`config.mk`:
```
export PLATFORM = sky130hd
export DESIGN_NAME = md_ctrl
export DESIGN_NICKNAME = d
export VERILOG_FILES = /design/src/rtl/md_ctrl.sv
export SDC_FILE = /design/constraint.sdc
export NUM_CORES = 1
export LEC_CHECK = 0
export CAP_MARGIN = 30
export CORE_ASPECT_RATIO = 1.75
export CORE_UTILIZATION = 25
export CTS_CLUSTER_SIZE = 40
export DETAILED_ROUTE_END_ITERATION = 16
export PLACE_DENSITY = 0.64
export RECOVER_POWER = 25
export SLEW_MARGIN = 40
export SYNTH_ARGS = -nofsm -noshare
export SYNTH_HDL_FRONTEND = slang
export SYNTH_SLANG_ARGS = --single-unit
```
`constraint.sdc`:
```
create_clock -name clk -period 3.3 [get_ports clk]
set_clock_uncertainty 0.1 [all_clocks]
set_input_delay 0.66 -clock clk [delete_from_list [all_inputs] [get_ports clk]]
set_output_delay 0.66 -clock clk [all_outputs]
set_load 0.03 [all_outputs]
```
`src/rtl/md_ctrl.sv`:
```
// Multicycle MIPS control unit: Moore FSM that decodes the current state
// into every datapath control, plus memory strobes and an overflow guard.
module md_ctrl (
  input  logic        clk,
  input  logic        reset,
  input  logic        MIO_ready,
  input  logic [31:0] Inst,
  input  logic        zero,
  input  logic        overflow,
  output logic        IorD,
  output logic        IRWrite,
  output logic [1:0]  RegDst,
  output logic        RegWrite,
  output logic [1:0]  MemtoReg,
  output logic [1:0]  ALUSrcA,
  output logic [1:0]  ALUSrcB,
  output logic [1:0]  PCSource,
  output logic        PCWrite,
  output logic        PCWriteCond,
  output logic        Branch,
  output logic [3:0]  ALU_operation,
  output logic        sign,
  output logic        MemRead,
  output logic        MemWrite,
  output logic [3:0]  state
);

  typedef enum logic [3:0] {
    S_IF     = 4'd0,
    S_ID     = 4'd1,
    S_MADR   = 4'd2,
    S_MRD    = 4'd3,
    S_LWWB   = 4'd4,
    S_MWR    = 4'd5,
    S_REXE   = 4'd6,
    S_RWB    = 4'd7,
    S_BRANCH = 4'd8,
    S_JUMP   = 4'd9,
    S_IEXE   = 4'd10,
    S_IWB    = 4'd11,
    S_LUI    = 4'd12,
    S_JR     = 4'd13,
    S_JAL    = 4'd14,
    S_BAD    = 4'd15
  } state_t;

  localparam logic [3:0] OP_AND = 4'b0000;
  localparam logic [3:0] OP_OR  = 4'b0001;
  localparam logic [3:0] OP_ADD = 4'b0010;
  localparam logic [3:0] OP_XOR = 4'b0011;
  localparam logic [3:0] OP_NOR = 4'b0100;
  localparam logic [3:0] OP_SRL = 4'b0101;
  localparam logic [3:0] OP_SUB = 4'b0110;
  localparam logic [3:0] OP_SLT = 4'b0111;
  localparam logic [3:0] OP_SLL = 4'b1000;

  state_t     state_q, state_d;
  logic       ov_q, ov_d;
  logic [5:0] op, fn;
  logic       unused_bits;

  assign op          = Inst[31:26];
  assign fn          = Inst[5:0];
  assign unused_bits = ^Inst[25:6];
  assign state       = state_q;

  always_comb begin
    state_d = S_IF;
    unique case (state_q)
      S_IF: state_d = S_ID;
      S_ID: begin
        case (op)
          6'b100011,
          6'b101011: state_d = S_MADR;
          6'b000000: state_d = (fn == 6'b001000) ? S_JR : S_REXE;
          6'b000100,
          6'b000101: state_d = S_BRANCH;
          6'b000010: state_d = S_JUMP;
          6'b000011: state_d = S_JAL;
          6'b001000, 6'b001010, 6'b001100,
          6'b001101, 6'b001110: state_d = S_IEXE;
          6'b001111: state_d = S_LUI;
          default:   state_d = S_IF;
        endcase
      end
      S_MADR:  state_d = (op == 6'b100011) ? S_MRD : S_MWR;
      S_MRD:   state_d = S_LWWB;
      S_REXE:  state_d = S_RWB;
      S_IEXE:  state_d = S_IWB;
      default: state_d = S_IF;
    endcase
  end

  // Only signed adds/subtracts can overflow; the flag lives one cycle
  always_comb begin
    ov_d = 1'b0;
    if (state_q == S_REXE &&
        (fn == 6'b100000 || fn == 6'b100010))
      ov_d = overflow;
    if (state_q == S_IEXE && op == 6'b001000)
      ov_d = overflow;
  end

  always_ff @(posedge clk) begin
    if (reset) begin
      state_q <= S_IF;
      ov_q    <= 1'b0;
    end else if (MIO_ready) begin
      state_q <= state_d;
      ov_q    <= ov_d;
    end
  end

  always_comb begin
    IorD          = 1'b0;
    IRWrite       = 1'b0;
    RegDst        = 2'd0;
    RegWrite      = 1'b0;
    MemtoReg      = 2'd0;
    ALUSrcA       = 2'd0;
    ALUSrcB       = 2'd0;
    PCSource      = 2'd0;
    PCWrite       = 1'b0;
    PCWriteCond   = 1'b0;
    Branch        = 1'b0;
    ALU_operation = OP_ADD;
    sign          = 1'b0;
    MemRead       = 1'b0;
    MemWrite      = 1'b0;
    unique case (state_q)
      S_IF: begin
        MemRead = 1'b1;
        IRWrite = 1'b1;
        ALUSrcB = 2'd1;
        PCWrite = 1'b1;
      end
      S_ID: begin
        ALUSrcB = 2'd3;
        sign    = 1'b1;
      end
      S_MADR: begin
        ALUSrcA = 2'd1;
        ALUSrcB = 2'd2;
        sign    = 1'b1;
      end
      S_MRD: begin
        IorD    = 1'b1;
        MemRead = 1'b1;
      end
      S_LWWB: begin
        MemtoReg = 2'd1;
        RegWrite = 1'b1;
      end
      S_MWR: begin
        IorD     = 1'b1;
        MemWrite = 1'b1;
      end
      S_REXE: begin
        ALUSrcA = (fn == 6'b000000 || fn == 6'b000010)
                  ? 2'd2 : 2'd1;
        case (fn)
          6'b100010: ALU_operation = OP_SUB;
          6'b100100: ALU_operation = OP_AND;
          6'b100101: ALU_operation = OP_OR;
          6'b100110: ALU_operation = OP_XOR;
          6'b100111: ALU_operation = OP_NOR;
          6'b101010: ALU_operation = OP_SLT;
          6'b000000: ALU_operation = OP_SLL;
          6'b000010: ALU_operation = OP_SRL;
          default:   ALU_operation = OP_ADD;
        endcase
      end
      S_RWB: begin
        RegDst   = 2'd1;
        RegWrite = ~ov_q;
      end
      S_BRANCH: begin
        ALUSrcA       = 2'd1;
        ALU_operation = OP_SUB;
        PCWriteCond   = 1'b1;
        PCSource      = 2'd1;
        Branch        = (op == 6'b000101) ? ~zero : zero;
      end
      S_JUMP: begin
        PCSource = 2'd2;
        PCWrite  = 1'b1;
      end
      S_IEXE: begin
        ALUSrcA = 2'd1;
        ALUSrcB = 2'd2;
        case (op)
          6'b001010: begin
            ALU_operation = OP_SLT;
            sign          = 1'b1;
          end
          6'b001100: ALU_operation = OP_AND;
          6'b001101: ALU_operation = OP_OR;
          6'b001110: ALU_operation = OP_XOR;
          default:   sign = 1'b1;
        endcase
      end
      S_IWB:  RegWrite = ~ov_q;
      S_LUI: begin
        MemtoReg = 2'd2;
        RegWrite = 1'b1;
      end
      S_JR: begin
        ALUSrcA       = 2'd1;
        ALU_operation = OP_OR;
        PCWrite       = 1'b1;
      end
      S_JAL: begin
        RegDst   = 2'd2;
        MemtoReg = 2'd3;
        RegWrite = 1'b1;
        PCSource = 2'd2;
        PCWrite  = 1'b1;
      end
      default: ;
    endcase
    // Stalls and reset must never let a write slip through
    if (reset || !MIO_ready) begin
      IRWrite     = 1'b0;
      RegWrite    = 1'b0;
      PCWrite     = 1'b0;
      PCWriteCond = 1'b0;
      MemWrite    = 1'b0;
    end
    if (reset) begin
      MemRead = 1'b0;
      Branch  = 1'b0;
    end
  end

endmodule

```
==> impl_metrics.env, run 1 <==
export IMPL_antenna_found_initial=0
export IMPL_hpwl_mm=2.648
export IMPL_grt_use_met3=0.02509
export IMPL_grtUsageMet1=0.1786
export IMPL_netlist_area_sq_um=994.7
export IMPL_synth_flop_cell="dfxtp_1"
export IMPL_gr_total_overflow=0
export IMPL_r2r_start="state[1]$_SDFFE_PP0P_"
export IMPL_outcome="finished, final reports clean"
export IMPL_grt_use_total=0.1646
export IMPL_layout_drive_gt1_share=0.1327
export IMPL_cp_arrival_ns=2.49
export IMPL_rr_endpoint="state[3]$_SDFFE_PP0P_"
export IMPL_clk_latency_ns=0.22
export IMPL_min_to="ov_q$_SDFFE_PP0P_"
export IMPL_p_comb_frac=0.395
export IMPL_grt_max_degree=17
export IMPL_synth_top_area_cell="dfxtp_1"
export IMPL_cts_sinks=5
export IMPL_rows=30
export IMPL_grt_use_met2=0.3108
export IMPL_dr_pass1_iters=4
export IMPL_antenna_left=0
export IMPL_io_buffers=43
export IMPL_power_internal_uw=200.5
export IMPL_crit_type="in -> out"
export IMPL_io_pins=64
export IMPL_setup_viol=0
export IMPL_root_buffer="clkbuf_8"
export IMPL_grt_setup_unrepaired="false"
export IMPL_synth_edff_count=0
export IMPL_yosys_top_cells_area="dfxtp_1 10%, nor2_1 9.1%, nor2b_1 6.3%"
export IMPL_cts_hold_buf=0
export IMPL_tns_ns=0
export IMPL_initial_core_util=0.2598
export IMPL_synth_cells=161
export IMPL_max_slew_margin_rel=0.6378
export IMPL_dieArea_sq_um=4245
export IMPL_routabilityCongestion=0.9549
export IMPL_first_global_vias=1282
export IMPL_slew_violations=0
export IMPL_switching_power_uw=94.11
export IMPL_r2r_cells=4
export IMPL_wire_per_inst_um=12.83
export IMPL_sw_frac_of_total=0.3194
export IMPL_synth_top_area_frac=0.1006
export IMPL_yosysWarnings=0
export IMPL_clkPwrFrac=0.383
export IMPL_nets=249
export IMPL_hold_path_startpoint="ov_q$_SDFFE_PP0P_"
export IMPL_syn_to_final_growth_pct=57.74
export IMPL_seqPwrFrac=0.222
export IMPL_cts_tree="yes"
export IMPL_reg2reg_slack_ns=1.40
export IMPL_min_path_type="reg -> reg"
export IMPL_end_kind="primary output"
export IMPL_drc=0
export IMPL_synth_common_cells="24 x nor2_1, 12 x nand2_1, 11 x nor3_1"
export IMPL_clk_pin_slew_ns=0.04
export IMPL_dr_first_iter_drc_count=35
export IMPL_synth_seq_cells=5
export IMPL_synthArstFlopShare=0
export IMPL_placed_cells=255
export IMPL_diodes=0
export IMPL_hold_violations=0
export IMPL_cp_max_fo=2
export IMPL_die_x_um=49.68
export IMPL_fin_cells=259
export IMPL_ys_seq_area_frac=0.1006
export IMPL_h_tree_depth=1
export IMPL_whs_path_depth=2
export IMPL_synth_cell_type_count=47
export IMPL_vias_per_cell=5.120
export IMPL_synth_most_common_cell="nor2_1"
export IMPL_start_kind="input pin"
export IMPL_total_power_uw=294.6
export IMPL_cts_buffers_inserted=3
export IMPL_p_leak_nw=0.5882
export IMPL_max_cap_violations=0
export IMPL_max_freq_ghz=0.3079
export IMPL_grt_busiest_layer="met2"
export IMPL_syn_area_per_cell_sq_um=6.178
export IMPL_routed_wl_mm=3.324
export IMPL_die_y_um=85.45
export IMPL_pwr_density_cell_nw_per_um2=187.8
export IMPL_core_area_sq_um=3829
export IMPL_period_share=0.9841
export IMPL_min_period_ns=3.248
export IMPL_num_vias=1326
export IMPL_ir_drop_mv=0.1357
export IMPL_postCtsSetupBuffers=0
export IMPL_cts_buffer_depth=2
export IMPL_worst_pin_slew_ns=0.5383
export IMPL_synth_fp_nets=198
export IMPL_grt_pass1_wl_mm=5.589
export IMPL_required_ns=2.54
export IMPL_post_cts_resized=0
-- sequential cells by signal (all words and copies together) (netlist names) --
signal and flops:
ov_q 1, state 4
-- power by group through the flow --
stage	Clock [mW]	Combinational (mW)	Sequential (mW)
after floorplan	0	0.0600	0.0655
after global placement	0	0.117	0.0664
after detailed placement	0	0.117	0.0663
after CTS	0.114	0.118	0.0655
after global routing	0.123	0.126	0.0658
final	0.113	0.116	0.0654
-- cell type report --
cell class	instances	area [sq um]
inverters	8	30.03
fillers	419	2260
multi-input cells	135	803.3
flip-flops and latches	5	100.1
well taps	48	60.06
repair buffers	59	530.5
clock buffers	4	45.04
-- through the flow --
| stage | setup WS (ns) | hold WS (ns) | cell area [sq um] | util |
|---|---|---|---|---|
| after global placement | 0.07794 | 0.3802 | 1533 | 0.4003 |
| after CTS | 0.05526 | 0.4038 | 1578 | 0.4121 |
| after floorplan | 0.2635 | 0.3579 | 1001 | - |
| after detailed placement | 0.05529 | 0.3985 | 1533 | 0.4003 |
| after global routing | 0.03565 | 0.4294 | 1569 | 0.4098 |
| final | 0.05245 | 0.4083 | 1569 | 0.4098 |
-- worst max-delay path by stage --
stage | cells past startpoint | to | slack, ns | start
after floorplan | 5 | ALU_operation[3] | 0.26 | Inst[3]
after global placement | 5 | ALUSrcA[1] | 0.08 | Inst[0]
after detailed placement | 5 | ALUSrcA[1] | 0.06 | Inst[0]
after CTS | 5 | ALUSrcA[1] | 0.06 | Inst[0]
after global routing | 5 | ALUSrcA[1] | 0.04 | Inst[0]
final | 5 | ALUSrcA[1] | 0.05 | Inst[0]
-- routing by layer --
layer	vias to the layer above	routed length [um]
met2	42	1814
met1	600	1353
met5	-	0
met3	6	112
li1	678	-
met4	0	44
-- placed cells by master, fill, tap and decap left out, types with 4 or more instances in the layout --
cell	synthesis	final
a21oi_1	4	4
a31oi_1	4	4
buf_4	0	19
clkdlybuf4s50_1	0	34
dfxtp_1	5	5
dlygate4sd3_1	0	4
inv_1	8	8
nand2_1	12	12
nand2b_1	6	6
nand3_1	7	7
nor2_1	24	24
nor2b_1	10	10
nor3_1	11	11
nor4_1	7	6
o21ai_0	5	5
xor2_1	4	4
-- kinds of logic (layout without fill, tap and decap cells) --
group,after synthesis,in the layout,share of synthesized area
compound gates,38,38,0.2667
xor+xnor,6,6,0.05283
buf+inv,21,71,0.09686
flops,5,5,0.1006
mux,1,1,0.01132
simple gates,90,90,0.4717
-- worst max-delay path, cell delays in order --
cell             delay (ns)
clkdlybuf4s50_1        0.42
nor3_1                 0.32
nand2_1                0.16
nor4_2                 0.20
clkdlybuf4s50_1        0.73
No activity file was read; power rests on OpenSTA's default activity.
==> run 2: changes to the inputs <==
--- a/config.mk
+++ b/config.mk
@@ -7,10 +7,11 @@
 export LEC_CHECK = 0
 export CAP_MARGIN = 30
 export CORE_ASPECT_RATIO = 1.75
-export CORE_UTILIZATION = 25
+export CORE_UTILIZATION = 35
 export CTS_CLUSTER_SIZE = 40
 export DETAILED_ROUTE_END_ITERATION = 16
-export PLACE_DENSITY = 0.64
+export GPL_TIMING_DRIVEN = 0
+export PLACE_DENSITY_LB_ADDON = 0.2
 export RECOVER_POWER = 25
 export SLEW_MARGIN = 40
 export SYNTH_ARGS = -nofsm -noshare
==> run 2 against run 1 <==
Compared with the run above: setup slack got worse by 0.018 ns; clock-buffer cell count did not move; critical path depth is 1 higher; critical path type unchanged; largest power group is now clock; sequential share of layout area increased by 0.47 points; first-iteration DRC count is 71% higher.
==> impl_metrics.env, run 2 (synthesized netlist as in run 1, its figures left out) <==
export IMPL_rows=25
export IMPL_grt_pass1_wl_mm=5.678
export IMPL_antenna_left=0
export IMPL_grt_max_degree=11
export IMPL_crit_buf_inv=2
export IMPL_cts_sinks=5
export IMPL_crit_family="buffers and inverters"
export IMPL_end_kind="primary output"
export IMPL_max_slew_margin_rel=0.6856
export IMPL_cts_buffers_inserted=3
export IMPL_total_power_uw=280.4
export IMPL_final_cell_mix="25 x clkdlybuf4s50_1, 24 x nor2_1, 12 x nand2_1"
export IMPL_placed_cells=226
export IMPL_root_buffer="clkbuf_8"
export IMPL_drc=0
export IMPL_grt_use_total=0.2288
export IMPL_tns_ns=0
export IMPL_max_cap_violations=0
export IMPL_max_freq_ghz=0.3062
export IMPL_fin_cells=230
export IMPL_layout_drive_gt1_share=0.08867
export IMPL_diodes=0
export IMPL_die_y_um=72.52
export IMPL_routabilityCongestion=0.8766
export IMPL_crit_path_max_incr_delay_ns=0.59
export IMPL_gr_total_overflow=0
export IMPL_slew_violations=0
export IMPL_nets=241
export IMPL_min_path_type="reg -> reg"
export IMPL_ir_drop_mv=0.1829
export IMPL_first_global_vias=1312
export IMPL_required_ns=2.54
export IMPL_cp_common_cell="clkdlybuf4s50_1"
export IMPL_fillers=290
export IMPL_syn_to_final_growth_pct=46.92
export IMPL_fin_util=0.5433
export IMPL_cp_depth=6
export IMPL_antenna_found_initial=0
export IMPL_core_area_sq_um=2690
export IMPL_vias_per_cell=5.809
export IMPL_grt_setup_unrepaired="true"
export IMPL_io_buffers=38
export IMPL_num_vias=1336
export IMPL_h_tree_depth=1
export IMPL_dr_pass1_iters=4
export IMPL_wire_per_inst_um=14.40
export IMPL_r2r_cells=4
export IMPL_min_period_ns=3.265
export IMPL_cpMaxStageDelayCell="clkdlybuf4s50_1"
export IMPL_hpwl_mm=2.677
export IMPL_cp_max_fo=7
export IMPL_initial_core_util=0.3698
export IMPL_crit_type="in -> out"
export IMPL_cts_tree="yes"
export IMPL_dieArea_sq_um=3068
export IMPL_worst_pin_slew_ns=0.4715
export IMPL_die_x_um=42.30
export IMPL_pwr_density_cell_nw_per_um2=191.9
export IMPL_largest_register_ffs=4
export IMPL_hold_violations=0
export IMPL_p_leak_nw=0.6068
export IMPL_clk_latency_ns=0.22
export IMPL_setup_viol=0
export IMPL_start_kind="input pin"
export IMPL_whs_path_depth=2
export IMPL_cts_buffer_depth=2
export IMPL_crit_path_cell_trace="clkdlybuf4s50_1 -> nor3b_2 -> nand4_1 -> a21oi_1 -> nor2_1 -> clkdlybuf4s50_1"
export IMPL_postCtsSetupBuffers=0
export IMPL_outcome="finished, final reports clean"
export IMPL_routed_wl_mm=3.313
export IMPL_fin_worst_hold_slack_ns=0.3958
export IMPL_io_pins=64
export IMPL_dr_first_iter_drc_count=60
export IMPL_period_share=0.9895
export IMPL_layout_commonest_cell="clkdlybuf4s50_1"
export IMPL_clk_pin_slew_ns=0.03
export IMPL_cp_arrival_ns=2.51
## run 2: final timing paths
kind | to | slack [ns] | start
worst max-delay path | sign | 0.03 | Inst[31]
worst max register to register | ov_q$_SDFFE_PP0P_ | 1.66 | state[1]$_SDFFE_PP0P_
worst min register to register | ov_q$_SDFFE_PP0P_ | 0.40 | ov_q$_SDFFE_PP0P_
worst min-delay path | ov_q$_SDFFE_PP0P_ | 0.40 | ov_q$_SDFFE_PP0P_
## run 2: layer usage
metal / global-route usage / part of all wire / vias to the layer above
met4: 0.1042 / 0.034 / 0
li1: - / - / 659
met1: 0.2640 / 0.40 / 609
met2: 0.4188 / 0.52 / 56
met3: 0.01493 / 0.045 / 12
met5: 0 / 0 / -
## run 2: report_power, final
group          switching, mW  internal, mW
combinational         0.0622        0.0430
sequential          0.000491        0.0619
clock                 0.0300        0.0829
total                 0.0926         0.188
## run 2: worst reg2reg max path: stages (launching register included)
cell	delay, ns
dfxtp_1	0.45
nor2b_1	0.39
and3_1	0.28
a32oi_1	0.11
o32ai_1	0.23
## run 2: area by class of cell
type                    count  area, sq um  share of cell area
multi-input cells         135        804.5              0.5505
repair buffers             38        381.6              0.2611
flip-flops and latches      5        100.1             0.06849
plain buffers              13        66.31             0.04538
clock buffers               4        45.04             0.03082
well taps                  27        33.78             0.02312
inverters                   8        30.03             0.02055
## run 2: metrics by stage
| step | instance area, sq um | worst slack [ns] |
|---|---|---|
| floorplan | 1001 | 0.2635 |
| global route | 1461 | -0.04671 |
| CTS | 1454 | 0.05012 |
| detailed placement | 1415 | -0.1321 |
| finish | 1461 | 0.03455 |
| global placement | 1415 | -0.07565 |
## run 2: repair_timing
| item | CTS | global route |
|---|---|---|
| setup endpoints to repair | 5 | 5 |
| cloned | 0 | 0 |
| hold buffers | 0 | 0 |
| resized for setup | 5 | 3 |
==> run 3: changes to the inputs <==
--- a/config.mk
+++ b/config.mk
@@ -5,8 +5,7 @@
 export SDC_FILE = /design/constraint.sdc
 export NUM_CORES = 1
 export LEC_CHECK = 0
-export CAP_MARGIN = 30
-export CORE_ASPECT_RATIO = 1.75
+export CORE_ASPECT_RATIO = 1.5
 export CORE_UTILIZATION = 35
 export CTS_CLUSTER_SIZE = 40
 export DETAILED_ROUTE_END_ITERATION = 16
@@ -17,3 +16,4 @@
 export SYNTH_ARGS = -nofsm -noshare
 export SYNTH_HDL_FRONTEND = slang
 export SYNTH_SLANG_ARGS = --single-unit
+export TNS_END_PERCENT = 30
==> run 3 against run 2 <==
Compared with the run above: clock power is 6% higher; sequential share of layout area is 0.070 points lower; non-clock buffer count is the same; flip-flop and latch count is the same; routed wire length decreased by 4.0%; critical path depth is 2 lower; setup slack better by 0.081 ns; utilization rose by 0.84 points; worst hold slack better by 0.0085 ns.
==> impl_metrics.env, run 3 (synthesized netlist as in run 1, its figures left out) <==
export IMPL_cts_buffer_depth=2
export IMPL_hpwl_mm=2.540
export IMPL_die_x_um=45.53
export IMPL_cp_arrival_ns=2.42
export IMPL_crit_start="MIO_ready"
export IMPL_required_ns=2.54
export IMPL_cts_buffers_inserted=3
export IMPL_max_cap_violations=0
export IMPL_die_y_um=67.29
export IMPL_cts_tree="yes"
export IMPL_routed_wl_mm=3.179
export IMPL_root_buffer="clkbuf_8"
export IMPL_layout_commonest_cell="nor2_1"
export IMPL_rows=23
export IMPL_syn_to_final_growth_pct=48.43
export IMPL_largest_register_ffs=4
export IMPL_max_slew_margin_rel=0.6816
export IMPL_initial_core_util=0.3717
export IMPL_p_leak_nw=0.6151
export IMPL_gr_total_overflow=0
export IMPL_io_pins=64
export IMPL_layout_drive_gt1_share=0.08867
export IMPL_fin_worst_hold_slack_ns=0.4043
export IMPL_slew_violations=0
export IMPL_final_cell_mix="24 x nor2_1, 23 x clkdlybuf4s50_1, 12 x nand2_1"
export IMPL_first_global_vias=1192
export IMPL_place_area_sq_um=1428
export IMPL_worst_pin_slew_ns=0.4732
export IMPL_antenna_found_initial=0
export IMPL_end_kind="primary output"
export IMPL_dieArea_sq_um=3063
export IMPL_start_kind="input pin"
export IMPL_routabilityCongestion=0.8796
export IMPL_r2r_cells=4
export IMPL_r2r_start="state[1]$_SDFFE_PP0P_"
export IMPL_grt_max_degree=11
export IMPL_tns_ns=0
export IMPL_grt_use_total=0.2174
export IMPL_h_tree_depth=1
export IMPL_cts_sinks=5
export IMPL_io_buffers=38
export IMPL_min_period_ns=3.185
export IMPL_max_freq_ghz=0.3140
export IMPL_num_vias=1303
export IMPL_diodes=0
export IMPL_hold_path_startpoint="ov_q$_SDFFE_PP0P_"
export IMPL_vias_per_cell=5.429
export IMPL_nets=241
export IMPL_core_area_sq_um=2676
export IMPL_setup_viol=0
export IMPL_dr_first_iter_drc_count=42
export IMPL_crit_type="in -> out"
export IMPL_whs_path_depth=2
export IMPL_fin_util=0.5517
export IMPL_period_share=0.9651
export IMPL_outcome="finished, final reports clean"
export IMPL_antenna_left=0
export IMPL_ir_drop_mv=0.2218
export IMPL_final_area_sq_um=1476
export IMPL_drc=0
export IMPL_grt_setup_unrepaired="false"
export IMPL_dr_pass1_iters=4
export IMPL_min_path_type="reg -> reg"
export IMPL_grt_pass1_wl_mm=4.988
export IMPL_clk_latency_ns=0.23
export IMPL_cp_max_fo=7
export IMPL_pwr_density_cell_nw_per_um2=193.8
export IMPL_clk_pin_slew_ns=0.04
export IMPL_hold_violations=0
export IMPL_wire_per_inst_um=13.25
export IMPL_cts_hold_buf=0
export IMPL_postCtsSetupBuffers=0
export IMPL_fillers=275
## run 3: changes by cell type in the layout (fill, tap and decap cells not counted)
cell,before,now
dlymetal6s2s_1,3,4
dlygate4sd3_1,5,6
clkdlybuf4s50_1,25,23
## run 3: per-layer routing
layer	vias up	wire length [um]	GRT usage
met5	-	0	0
met4	0	104	0.1250
met3	8	178	0.01872
met2	50	1609	0.3750
met1	578	1287	0.2516
li1	667	-	-
## run 3: report_power, final
| part | switching (mW) | internal, mW |
|---|---|---|
| Sequential | 0.000483 | 0.0619 |
| Clock | 0.0362 | 0.0834 |
| Combinational | 0.0617 | 0.0424 |
| Total | 0.0984 | 0.188 |
## run 3: critical path, stage by stage
cell and delay [ns]:
dlygate4sd3_1 0.67, nand2b_1 0.25, nor2_1 0.16, clkdlybuf4s50_1 0.68
## run 3: area by class of cell
cell class	instances	area (sq um)	area share
inverter	8	30.03	0.02034
multi-input combinational	135	804.5	0.5449
timing repair buffer	38	384.1	0.2602
tap	37	46.29	0.03136
sequential	5	100.1	0.06780
buffer	13	66.31	0.04492
clock buffer	4	45.04	0.03051
## run 3: repair_timing
item | CTS | global route
setup endpoints to repair | 5 | 4
hold endpoints to repair | 0 | 0
resized for setup | 5 | 4
## run 3: path summary, 6_finish.rpt
| kind | endpoint | slack [ns] |
|---|---|---|
| min reg2reg | ov_q$_SDFFE_PP0P_ | 0.40 |
| max reg2reg | ov_q$_SDFFE_PP0P_ | 1.67 |
| min | ov_q$_SDFFE_PP0P_ | 0.40 |
| max | RegWrite | 0.12 |
## run 3: through the flow
| stage | setup slack [ns] | std cells | power [mW] |
|---|---|---|---|
| 5_1_grt | 0.02904 | 240 | 0.2987 |
| 3_3_place_gp | -0.07142 | 236 | 0.1666 |
| 6_report | 0.1151 | 240 | 0.2862 |
| 2_1_floorplan | 0.2635 | 161 | 0.1255 |
| 4_1_cts | 0.04917 | 240 | 0.2875 |
| 3_5_place_dp | -0.08287 | 236 | 0.1685 |
